==> src/rtl/pe_gen_pkg.sv <==
// Shared types and constants for the Generations-capable processing element.
//   pe_cmd_t     : command encoding driven by the array controller
//   age_act_e    : what the rule logic asks the age counter to do on PROCESS
//   PE_STATE_*   : fixed state codes (dying states are 2..N_STATES-1)
//   RULE_BITS    : width of one outer-totalistic mask (neighbour counts 0..8)
package pe_gen_pkg;

   localparam int unsigned PE_STATE_DEAD = 0;
   localparam int unsigned PE_STATE_LIVE = 1;
   localparam int unsigned RULE_BITS     = 9;

   typedef enum logic [2:0] {
      NOP       = 3'd0,
      PROCESS   = 3'd1,
      WRITE     = 3'd2,
      READ      = 3'd3,
      LOAD_RULE = 3'd4,
      CLR_AGE   = 3'd5
   } pe_cmd_t;

   typedef enum logic [1:0] {
      AgeHold,
      AgeInc,
      AgeClr
   } age_act_e;

endpackage

==> src/rtl/pe_gen_rule.sv <==
// Combinational next-state rule for one cell.
//   state_i     : current cell state
//   nc_i        : live-neighbour count, 0..8
//   birth_i     : birth mask, bit n set => n neighbours cause birth
//   survive_i   : survive mask, bit n set => live cell with n neighbours survives
//   nstate_o    : state after a PROCESS
//   age_act_o   : age counter action for that PROCESS
module pe_gen_rule
   import pe_gen_pkg::*;
#(
   parameter int unsigned STATE_BITS = 4,
   parameter int unsigned N_STATES   = 2
) (
   input  logic [STATE_BITS-1:0] state_i,
   input  logic [3:0]            nc_i,
   input  logic [RULE_BITS-1:0]  birth_i,
   input  logic [RULE_BITS-1:0]  survive_i,
   output logic [STATE_BITS-1:0] nstate_o,
   output age_act_e              age_act_o
);

   localparam logic [STATE_BITS-1:0] StDead = STATE_BITS'(PE_STATE_DEAD);
   localparam logic [STATE_BITS-1:0] StLive = STATE_BITS'(PE_STATE_LIVE);
   // First dying state when decay is enabled; plain Life dies straight to DEAD.
   localparam logic [STATE_BITS-1:0] StDie  = (N_STATES > 2) ? STATE_BITS'(2) : StDead;

   always_comb begin
      nstate_o  = state_i;
      age_act_o = AgeHold;
      if (state_i == StDead) begin
         if (birth_i[nc_i]) begin
            nstate_o  = StLive;
            age_act_o = AgeClr;
         end
      end else if (state_i == StLive) begin
         if (survive_i[nc_i]) begin
            age_act_o = AgeInc;
         end else begin
            nstate_o  = StDie;
            age_act_o = AgeClr;
         end
      end else begin
         // Dying cells ignore neighbours and step towards DEAD; age stays at 0.
         if (32'(state_i) + 32'd1 >= N_STATES) begin
            nstate_o = StDead;
         end else begin
            nstate_o = state_i + STATE_BITS'(1);
         end
      end
   end

endmodule

==> src/rtl/pe_gen.sv <==
// One cell of the tiled array: rule-programmable Life/Generations PE with age counter.
//   clk, rst_n            : clock and asynchronous active-low reset
//   rsel_i, csel_i        : row/column select qualifying WRITE, READ and LOAD_RULE
//   vga_rsel, vga_csel    : row/column select for the VGA readout path
//   cmd                   : pe_cmd_t command
//   state_in, rule_in     : WRITE data, {birth, survive} for LOAD_RULE
//   w_i .. se_i           : neighbour live flags
//   status_out            : 1 iff the cell is LIVE (dying cells excluded)
//   state_out, age_out    : registered READ data, zero when not read
//   vga_out               : registered VGA data, zero when not selected
//   active                : combinational, this cycle changes state or age
module pe_gen
   import pe_gen_pkg::*;
#(
   parameter int unsigned          STATE_BITS  = 4,
   parameter int unsigned          N_STATES    = 2,
   parameter int unsigned          AGE_BITS    = 8,
   parameter logic [RULE_BITS-1:0] BIRTH_RST   = 9'h008,
   parameter logic [RULE_BITS-1:0] SURVIVE_RST = 9'h00C
) (
   input  logic                   clk,
   input  logic                   rst_n,
   input  logic                   rsel_i,
   input  logic                   csel_i,
   input  logic                   vga_rsel,
   input  logic                   vga_csel,
   input  logic [2:0]             cmd,
   input  logic [STATE_BITS-1:0]  state_in,
   input  logic [2*RULE_BITS-1:0] rule_in,
   input  logic                   w_i,
   input  logic                   e_i,
   input  logic                   n_i,
   input  logic                   s_i,
   input  logic                   nw_i,
   input  logic                   ne_i,
   input  logic                   sw_i,
   input  logic                   se_i,
   output logic                   status_out,
   output logic [STATE_BITS-1:0]  state_out,
   output logic [AGE_BITS-1:0]    age_out,
   output logic [STATE_BITS-1:0]  vga_out,
   output logic                   active
);

   logic [STATE_BITS-1:0] state_q, state_d;
   logic [AGE_BITS-1:0]   age_q, age_d;
   logic [RULE_BITS-1:0]  birth_q, birth_d;
   logic [RULE_BITS-1:0]  survive_q, survive_d;
   logic [STATE_BITS-1:0] state_out_d, vga_out_d;
   logic [AGE_BITS-1:0]   age_out_d;

   logic                  sel, vga_sel, read_en;
   pe_cmd_t               cmd_e;
   logic [3:0]            nc;
   logic [STATE_BITS-1:0] rule_nstate;
   age_act_e              rule_age_act;

   assign cmd_e   = pe_cmd_t'(cmd);
   assign sel     = rsel_i & csel_i;
   assign vga_sel = vga_rsel & vga_csel;
   assign read_en = (cmd_e == READ) && sel;

   assign nc = {3'b0, w_i} + {3'b0, e_i} + {3'b0, n_i} + {3'b0, s_i}
             + {3'b0, nw_i} + {3'b0, ne_i} + {3'b0, sw_i} + {3'b0, se_i};

   pe_gen_rule #(
      .STATE_BITS (STATE_BITS),
      .N_STATES   (N_STATES)
   ) u_rule (
      .state_i   (state_q),
      .nc_i      (nc),
      .birth_i   (birth_q),
      .survive_i (survive_q),
      .nstate_o  (rule_nstate),
      .age_act_o (rule_age_act)
   );

   always_comb begin
      state_d   = state_q;
      age_d     = age_q;
      birth_d   = birth_q;
      survive_d = survive_q;
      case (cmd_e)
         PROCESS: begin
            state_d = rule_nstate;
            case (rule_age_act)
               AgeInc:  age_d = (age_q == '1) ? age_q : age_q + AGE_BITS'(1);
               AgeClr:  age_d = '0;
               default: age_d = age_q;
            endcase
         end
         WRITE: begin
            if (sel) begin
               // Out-of-range codes would otherwise park the cell in an undefined state.
               state_d = (32'(state_in) < N_STATES) ? state_in : STATE_BITS'(PE_STATE_DEAD);
               age_d   = '0;
            end
         end
         LOAD_RULE: begin
            if (sel) begin
               birth_d   = rule_in[2*RULE_BITS-1:RULE_BITS];
               survive_d = rule_in[RULE_BITS-1:0];
            end
         end
         CLR_AGE: age_d = '0;
         default: ;
      endcase
   end

   always_comb begin
      state_out_d = read_en ? state_q : '0;
      age_out_d   = read_en ? age_q : '0;
      vga_out_d   = vga_sel ? state_q : '0;
   end

   assign active     = (state_d != state_q) || (age_d != age_q);
   assign status_out = (state_q == STATE_BITS'(PE_STATE_LIVE));

   always_ff @(posedge clk or negedge rst_n) begin
      if (!rst_n) begin
         state_q   <= STATE_BITS'(PE_STATE_DEAD);
         age_q     <= '0;
         birth_q   <= BIRTH_RST;
         survive_q <= SURVIVE_RST;
         state_out <= '0;
         age_out   <= '0;
         vga_out   <= '0;
      end else begin
         state_q   <= state_d;
         age_q     <= age_d;
         birth_q   <= birth_d;
         survive_q <= survive_d;
         state_out <= state_out_d;
         age_out   <= age_out_d;
         vga_out   <= vga_out_d;
      end
   end

endmodule

==> config.mk <==
export PLATFORM = sky130hd
export DESIGN_NAME = pe_gen
export DESIGN_NICKNAME = d
export VERILOG_FILES = /design/src/rtl/pe_gen_pkg.sv /design/src/rtl/pe_gen_rule.sv /design/src/rtl/pe_gen.sv
export SDC_FILE = /design/constraint.sdc
export NUM_CORES = 1
export LEC_CHECK = 0
export BUFFER_PORTS_ARGS = -buffer_cell sky130_fd_sc_hd__buf_2
export CORE_MARGIN = 2
export CORE_UTILIZATION = 30
export CTS_CLUSTER_DIAMETER = 40
export DETAILED_ROUTE_END_ITERATION = 8
export SKIP_LAST_GASP = 1
export SLEW_MARGIN = 20
export SYNTH_ARGS = -nofsm -noshare
export SYNTH_HDL_FRONTEND = slang
export SYNTH_SLANG_ARGS = --single-unit
==> constraint.sdc <==
create_clock -name clk -period 7.9 [get_ports clk]
set_clock_uncertainty 0.2 [all_clocks]
set_input_delay 1.58 -clock clk [delete_from_list [all_inputs] [get_ports clk]]
set_output_delay 1.58 -clock clk [all_outputs]
set_load 0.05 [all_outputs]
# Word-level counts from Yosys, hierarchy flattened
# Cells that the tools add are included.
[op_classes]
muxes = 23
addsub = 10
n_bitwise = 2
n_lt_le_gt_ge = 3
reduce_logical = 4
n_eq_ne = 11
[ops]
columns = ["op", "count"]
rows = [
  ["$mux 4", 9],
  ["$ge 32x2->1 const B", 1],
  ["$mux 8", 3],
  ["$pmux 8 s3", 1],
  ["$add 4x1->4", 4],
  ["$pmux 8 s2", 1],
  ["$add 8x1->8 const B", 1],
  ["$bmux 1 s4", 2],
  ["$eq 8x8->1 const B", 1],
  ["$mux 2", 4],
  ["$ne 8x8->1", 1],
  ["$pmux 4 s2", 1],
  ["$eq 3x2->1 const B", 2],
  ["$eq 3x3->1 const B", 2],
  ["$add 4x1->5 const B", 1],
  ["$lt 4x5->1 const B", 1],
  ["$add 3x1->4", 1],
  ["$add 4x1->4 const B", 1],
  ["$eq 4x1->1 const B", 1],
  ["$logic_not 4->1", 1],
  ["$lt 4x2->1 const B", 1],
  ["$ne 4x4->1", 1],
  ["$add 2x1->3", 1],
  ["$eq 3x1->1 const B", 1],
  ["8 further kinds", 10],
]
[word_totals]
wordCells = 60
ff_bits = 46
out_inout_bits = 18

# Depth between registers and ports, before layout
# Gate-level depths: netlist of the first run.
[logic_depth]
word_depth = 17
ltp_mapped = 19
depth_no_buf = 19

# Hierarchy
# Synthesis of the first run repeated with hierarchy kept, for this count alone.
[hier_totals]
hier_cells = 263
area_unflattened_um2 = 2726.4
[modules_own_cells]
columns = ["mod", "area_per_inst_um2", "instances", "cells_each"]
rows = [
  ["pe_gen", 2382.3, 1, 219],
  ["pe_gen_rule", 344.1, 1, 44],
]

# Least setup slack after synthesis of the first run
# Ideal clock, no wire load.
[synth_timing]
kind = "in2out"
startpoint = "in w_i"
endpoint = "out active"
path_buffers = 0
setup_slack_ns = -0.266
required_time_ns = 6.120
stages = 19
arrival_time_ns = 6.386
cell_sequence = "inv_1 > fa_1 > fa_1 > fa_1 > inv_1 > ha_1 > fa_1 > mux4_2 > mux2i_1 > a21oi_1 > nor2_1 > o21ai_0 > ha_1 > nor2_1 > o41a_1 > o221ai_1 > o211ai_1 > nor4_1 > nand3_1"
[synth_between]
elab_chain_len = 17
elab_cells_between_ends = 27
classes_between = "7 x add/sub; 4 x eq/ne; 15 x mux; 1 x reduce/logical"
[synth_rtl]
columns = ["element", "line", "source"]
rows = [
  ["from (decl)", "pe_gen.sv:30", "input logic w_i,"],
  ["$add 1x1->2 (*)", "pe_gen.sv:63", "assign nc = {3'b0, w_i} + {3'b0, e_i} + {3'b0, n_i} + {3'b0, s_i}"],
  ["$add 2x1->3 (*)", "pe_gen.sv:63", ""],
  ["$add 3x1->4 (*)", "pe_gen.sv:63", ""],
  ["$add 4x1->4 (*) (4 in series)", "pe_gen.sv:64", "+ {3'b0, nw_i} + {3'b0, ne_i} + {3'b0, sw_i} + {3'b0, se_i};"],
  ["$bmux 1 s4", "pe_gen_rule.sv:36", "if (survive_i[nc_i]) begin"],
  ["$mux 1 (not written as such)", "pe_gen_rule.sv:36", ""],
  ["$mux 2", "pe_gen_rule.sv:36", ""],
  ["$mux 2", "pe_gen_rule.sv:35", "end else if (state_i == StLive) begin"],
  ["$mux 2", "pe_gen_rule.sv:30", "if (state_i == StDead) begin"],
  ["$eq 2x2->1 / $eq 2x1->1 (equally long branches)", "pe_gen.sv:86", "case (rule_age_act)"],
  ["$pmux 8 s2", "pe_gen.sv:86", ""],
  ["$pmux 8 s3", "pe_gen.sv:83", "case (cmd_e)"],
  ["$ne 8x8->1", "pe_gen.sv:116", "assign active = (state_d != state_q) || (age_d != age_q);"],
  ["$logic_or 1x1->1 (*)", "pe_gen.sv:116", ""],
  ["to (decl)", "pe_gen.sv:42", "output logic active"],
]
# Every way passes the cells marked *; elsewhere a longest branch is shown, timed or not. The select of a mux whose other input is x is not followed.

# Worst setup path after layout of the first run
# Ends and elaborated chain as after synthesis.

==> flow_summary.json, run 1 <==
{
  "yosysUniqueCellTypes": 47,
  "clk_root_buffer_cell": "clkbuf_8",
  "grtUsageMet1_pct": 17.5,
  "grt_first_pass_wirelength_um": 10500,
  "drc": 0,
  "grt_pass1_vias": 2206,
  "share_clk_of_total_power_pct": 21.9,
  "maximum_number_of_pins_on_one_net_before_global_route_repair": 47,
  "detailedRoute.firstPassIterationCount": 4,
  "asyncSetResetFlopFracSynth_pct": 100,
  "vias_per_cell": 5.07,
  "power-per-cell-area_nw_per_um2": 241,
  "port_buffers": 56,
  "clkLatencyLatePin_ps": 300,
  "finalCritPeriodShare_pct": 103,
  "rsz0062_at_grt": "true",
  "critical_path.max_fanout": 4,
  "grt_use_met2_pct": 23.1,
  "clock_tree_from_tritoncts": "yes",
  "post_drt_wl_per_cell_um": 14.3,
  "die_height_um": 96.8,
  "setup_total_negative_slack_ps": -217,
  "gp_congestion": 0.968,
  "cts_made_buffers": 5,
  "arrival_ps": 6340,
  "totalWireLength_um": 6120,
  "postSynthRegisterBits": 46,
  "synthesis.area_per_instance_um2": 10.6,
  "cell_internal_pwr_w": 0.000529,
  "detailroute.via_count": 2173,
  "clk_pin_slew_worst_paths_ps": 80,
  "max_freq_ghz": 0.123,
  "timing.setup.critical_path_class": "primary input to output pin",
  "fin_total_pwr_w": 0.000802,
  "clock-sinks": 46,
  "insertedDiodeCount": 0,
  "cts_hold_buffers": 0,
  "net_switching_fraction_of_the_power_pct": 34.1,
  "worst_ir_drop_vdd_mv": 0.0698,
  "mostFrequentLayoutCells": "54 x buf_2, 43 x dfrtp_1, 22 x inv_1, 22 x buf_4, 18 x nand2_1",
  "nNetsFinal": 375,
  "tightestPinTransition_ps": 600,
  "synth.yosys.warnings": 0,
  "detail-route-antenna-nets": 0,
  "power.switching_w": 0.000273,
  "timing.final.setup_violations": 1,
  "worst_min_delay_path_class": "flop to flop",
  "proportion_of_power_drawn_by_flip_flops_and_latches_pct": 35.9,
  "finalMaxSlewViolations": 0,
  "worstSetupStartpointType": "primary input",
  "grt.overflow.total": 0,
  "setup_ws_ps": -217,
  "worst_slew_margin_rel_pct": 59.7,
  "design.die.area_um2": 9370,
  "dpl_cell_area_um2": 3120,
  "combined_area_of_all_synthesized_cells_um2": 2580,
  "failed_checks": "setup timing",
  "m3_gr_usage_pct": 2.75,
  "worst-endpoint-required_ps": 6120,
  "synth_enable_flop_cells": 0,
  "dp_cells": 419,
  "hpwlAfterDp_um": 4760,
  "combinationalPowerShare_pct": 42.2,
  "fin_crit_ps": 8120,
  "drt_first_iter_violations": 118,
  "yosys_most_used_dff": "dfrtp_1",
  "floorplan.core_area_um2": 8300,
  "cts_max_level": 2,
  "yosysSeqAreaShare_pct": 44.7,
  "top_level_ports": 57,
  "finish.instance_area_um2": 3330,
  "initial_core_util_pct": 31.1,
  "die_width_um": 96.8,
  "total_leakage_power_nw": 1.55,
  "status": "finished, violations left",
  "synth_fp_nets": 295,
  "globalRoute.busiestLayer": "met2",
  "final_core_util_pct": 40.1,
  "synthCells": 243,
  "layout-drive-gt1-share_pct": 36.1,
  "cp-end-kind": "output pin",
  "global_route.usage.total_pct": 13.7,
  "syn_to_final_growth_pct": 28.8,
  "core.rowCount": 33,
  "finalNonFillerCells": 429,
  "num-fill-cells": 834,
  "max-clock-path-buffers": 2,
  "antenna_violations_before_repair": 0,
  "cap_violations": 0,
  "layout_commonest_cell": "buf_2",
  "finalHoldViolCount": 0
}
-- synthesized netlist by cell type (3+ instances only) --
master | count | area (µm²)
dfrtp_1 | 43 | 1080
inv_1 | 22 | 82.6
nand2_1 | 18 | 67.6
a21oi_1 | 13 | 65.1
o21ai_0 | 13 | 65.1
mux2_1 | 10 | 113
ha_1 | 9 | 113
mux2_2 | 8 | 90.1
nor2_1 | 8 | 30.0
and2_1 | 7 | 43.8
and3_1 | 7 | 43.8
nand3_1 | 7 | 35.0
nor3_1 | 7 | 35.0
o211ai_1 | 6 | 45.0
fa_1 | 4 | 80.1
mux4_2 | 4 | 90.1
nand4_1 | 4 | 25.0
a211oi_1 | 3 | 22.5
buf_2 | 3 | 15.0
dfstp_2 | 3 | 78.8
nand2b_1 | 3 | 18.8
nand4b_1 | 3 | 26.3
nor2b_1 | 3 | 18.8
o21ai_1 | 3 | 15.0
o22ai_1 | 3 | 18.8
-- state kept, by name (all words and copies together), names as in the netlist --
signal	count
state_out	4
state_q	4
vga_out	4
survive_q	9
age_q	8
birth_q	9
age_out	8
-- final cells by class --
cell class | count | area [µm²] | share of cell area [%]
Clock inverter | 2 | 37.5 | 1.13
Clock buffer | 6 | 72.6 | 2.18
Multi-Input combinational cell | 169 | 1380 | 41.6
Timing Repair Buffer | 78 | 460 | 13.8
Sequential cell | 46 | 1150 | 34.7
Inverter | 23 | 86.3 | 2.59
Tap cell | 105 | 131 | 3.95
-- what timing repair did --
item                       4_1_cts  5_1_grt
gates cloned                     0        0
pin swaps                        5        6
resized for setup                7        6
buffers inserted                 1        0
setup endpoints to repair        1        1
-- kinds of logic after synthesis --
group                      synth area share, %
and+or+nand+nor                           18.0
xor gates and xnor gates                  1.02
adders and majority gates                 7.46
DFF                                       44.7
buffers and inverters                     4.80
muxes                                     12.1
AOI/OAI and AO/OA                         11.9
-- power by group through the flow --
stage	sequential [W]	combinational, W	clock, W
global route	0.000291	0.000368	0.000193
finish	0.000288	0.000338	0.000176
CTS	0.000288	0.000323	0.000180
floorplan	0.000286	0.000189	0
global placement	0.000291	0.000289	0
detailed placement	0.000292	0.000297	0
-- path summary, 6_finish.rpt --
check	slack, ps	startpoint	end	cells after the start
worst max register to register	4900	state_q[0]	age_q[5]	11
worst max-delay path	-220	w_i	active	21
worst min register to register	300	birth_q[7]	birth_q[7]	1
min in group asynchronous	1070	rst_n	state_q[0]	1
max in group asynchronous	6030	rst_n	survive_q[0]	1
worst min-delay path	300	birth_q[7]	birth_q[7]	1
-- through the flow --
stage	hold WS [ps]	worst slack (ps)
CTS	304	-282
global placement	275	-315
finish	296	-217
floorplan	249	-125
detailed placement	284	-419
global route	316	-466
-- per-layer routing --
layer	wire length [µm]	share of wire, %	vias to the layer above
met5	0	0	-
met4	106	1.7	0
met3	315	5.1	10
met2	3000	49	68
met1	2700	44	1052
li1	-	-	1043
-- worst max-delay path: stages --
cell,delay [ps]
buf_2,70
inv_1,40
fa_1,550
fa_1,430
fa_1,500
inv_1,50
ha_2,180
fa_2,580
mux4_2,340
mux2i_4,190
a21oi_1,90
nor2_1,130
o21ai_2,80
ha_4,290
nand4b_1,200
a21oi_1,100
o211ai_1,220
o211ai_1,140
nor4_2,300
nand3_2,120
buf_6,170
Note: power is estimated with default switching activity, not from simulation.
==> run 2, diff against run 1 <==
Settings changed: CORE_ASPECT_RATIO set to 1.2.
==> run 2 against run 1 <==
Effect of this change: the flow still finishes with violations (setup timing); die area barely moved; combinational power rose by 1%; worst hold slack got worse by 4.7 ps; clock-buffer cell count rose by 2; register-to-register slack improved by 20 ps; sequential share of layout area fell by 0.22 points; critical endpoint unchanged; largest cell class unchanged; largest power group unchanged; highest routed layer unchanged.
==> flow_summary.json, run 2 (same netlist as run 1, synthesis figures left out) <==
{
  "status": "finished, violations left",
  "failed_checks": "setup timing",
  "maximum_number_of_pins_on_one_net_before_global_route_repair": 47,
  "worst_min_delay_path_class": "flop to flop",
  "r2r_setup_slack_ps": 4920,
  "finalHoldViolCount": 0,
  "layout-drive-gt1-share_pct": 37.0,
  "nNetsFinal": 378,
  "rsz0062_at_grt": "true",
  "critical_path.max_fanout": 5,
  "multi_input_area_um2": 1370,
  "biggestRegsByFlops": "birth_q x9, survive_q x9",
  "totalWireLength_um": 6460,
  "insertedDiodeCount": 0,
  "finalCritPeriodShare_pct": 104,
  "timing.final.setup_violations": 1,
  "cts_made_buffers": 5,
  "grt_pass1_vias": 2185,
  "port_buffers": 56,
  "global_route.usage.total_pct": 15.0,
  "die_width_um": 88.7,
  "worst_slew_margin_rel_pct": 60.4,
  "timing.setup.critical_path_class": "primary input to output pin",
  "core.rowCount": 37,
  "worstSetupStartpointType": "primary input",
  "combinationalPowerShare_pct": 43.0,
  "arrival_ps": 6450,
  "worstRegToRegCells": 11,
  "hold_depth": 1,
  "timing.rr.start": "survive_q[2]",
  "post_drt_wl_per_cell_um": 14.5,
  "drt_first_iter_violations": 85,
  "clock-sinks": 46,
  "net_switching_fraction_of_the_power_pct": 33.4,
  "drc": 0,
  "top_level_ports": 57,
  "final_core_util_pct": 39.5,
  "detailroute.via_count": 2110,
  "clkLatencyLatePin_ps": 310,
  "worst_ir_drop_vdd_mv": 0.0808,
  "cts_hold_buffers": 0,
  "floorplan.core_area_um2": 8470,
  "total_leakage_power_nw": 1.56,
  "cell_internal_pwr_w": 0.000530,
  "worst-endpoint-required_ps": 6120,
  "design.die.area_um2": 9370,
  "detail-route-antenna-nets": 0,
  "clk_pin_slew_worst_paths_ps": 80,
  "layout.area.seq_um2": 1150,
  "antenna_violations_before_repair": 0,
  "proportion_of_power_drawn_by_flip_flops_and_latches_pct": 36.1,
  "mostFrequentLayoutCells": "54 x buf_2, 43 x dfrtp_1, 26 x buf_4, 22 x inv_1, 18 x nand2_1",
  "hold_end": "birth_q[8]",
  "die_height_um": 106,
  "max_freq_ghz": 0.122,
  "gp_congestion": 0.878,
  "initial_core_util_pct": 30.5,
  "finalMaxSlewViolations": 0,
  "setup_total_negative_slack_ps": -326,
  "tightestPinTransition_ps": 594,
  "cts_max_level": 2,
  "hpwlAfterDp_um": 4970,
  "cap_violations": 0,
  "power.switching_w": 0.000265,
  "max-clock-path-buffers": 2,
  "detailedRoute.firstPassIterationCount": 4,
  "layout_commonest_cell": "buf_2",
  "share_clk_of_total_power_pct": 21.0,
  "cp-end-kind": "output pin",
  "finish.instance_area_um2": 3350,
  "num-fill-cells": 868,
  "grt_first_pass_wirelength_um": 10800,
  "grt.overflow.total": 0,
  "clock_tree_from_tritoncts": "yes",
  "dpl_cell_area_um2": 3160,
  "critical_path.reg2reg.endpoint": "age_q[5]",
  "fin_crit_ps": 8230,
  "syn_to_final_growth_pct": 29.7,
  "setup_ws_ps": -326,
  "pre_cts_slack_ps": -504,
  "clk_root_buffer_cell": "clkbuf_8",
  "power-per-cell-area_nw_per_um2": 237,
  "vias_per_cell": 4.75,
  "min-delay-start": "birth_q[8]"
}
-- run 2: cell types whose count changed in the layout (fill, tap and decap cells not counted) --
cell,previous run,this run
buf_4,22,26
a211oi_2,2,1
a21oi_2,0,1
a21oi_1,13,12
bufinv_16,1,0
a211oi_1,1,2
mux2i_2,0,1
mux2i_4,1,0
clkbuf_8,6,8
clkbuf_1,1,0
clkinvlp_4,1,0
-- run 2: final cells by class --
cell class / instances / share of cell area, %
multi-input cells: 169 / 41.0
flip-flops and latches: 46 / 34.5
repair buffers: 81 / 14.2
well taps: 117 / 4.37
clock buffers: 8 / 3.29
inverters: 23 / 2.58
-- run 2: repair_timing --
action                                 4_1_cts  5_1_grt
setup endpoints to repair                    1        1
resized for setup                            9        3
cloned                                       0        0
pin swaps                                   10        6
buffers inserted                             0        1
endpoints found under the hold margin        0        0
-- run 2: how the worst max path moves through the flow --
stage / depth (start not counted) / to / from
2_1_floorplan: 19 / active / w_i
3_3_place_gp: 21 / active / w_i
3_5_place_dp: 20 / active / w_i
4_1_cts: 21 / active / s_i
5_1_grt: 21 / active / s_i
6_report: 22 / active / s_i
-- run 2: metrics by stage --
step / power [W] / hold slack [ps] / std cells
finish: 0.000795 / 291 / 444
CTS: 0.000796 / 299 / 442
global route: 0.000854 / 312 / 444
global placement: 0.000607 / 272 / 434
floorplan: 0.000476 / 249 / 243
detailed placement: 0.000610 / 271 / 434
-- run 2: layer usage --
layer  track usage (%)  wire length [µm]  vias to the layer above
met3              2.58               207                        8
met1              19.0              2830                     1017
met5                 0                 0                        -
met2              25.2              3290                       39
met4              5.63               134                        0
li1                  -                 -                     1046
-- run 2: power groups by stage --
stage	Combinational (W)	Clock [W]	Sequential, W
after global placement	0.000315	0	0.000292
final	0.000342	0.000167	0.000287
after floorplan	0.000189	0	0.000286
after CTS	0.000334	0.000175	0.000288
after detailed placement	0.000318	0	0.000292
after global routing	0.000378	0.000184	0.000292
-- run 2: worst max-delay path, stage by stage --
cell	delay, ps
buf_2	80
inv_1	40
fa_1	560
fa_1	440
fa_1	490
inv_1	50
ha_2	180
fa_2	600
buf_4	140
nor2_1	40
a311oi_1	370
a21oi_1	80
nor2_1	130
o21ai_2	80
ha_4	300
nand4b_1	210
nor3b_1	110
o211ai_1	170
nand4_1	140
nor4_2	360
nand3_2	120
buf_6	170
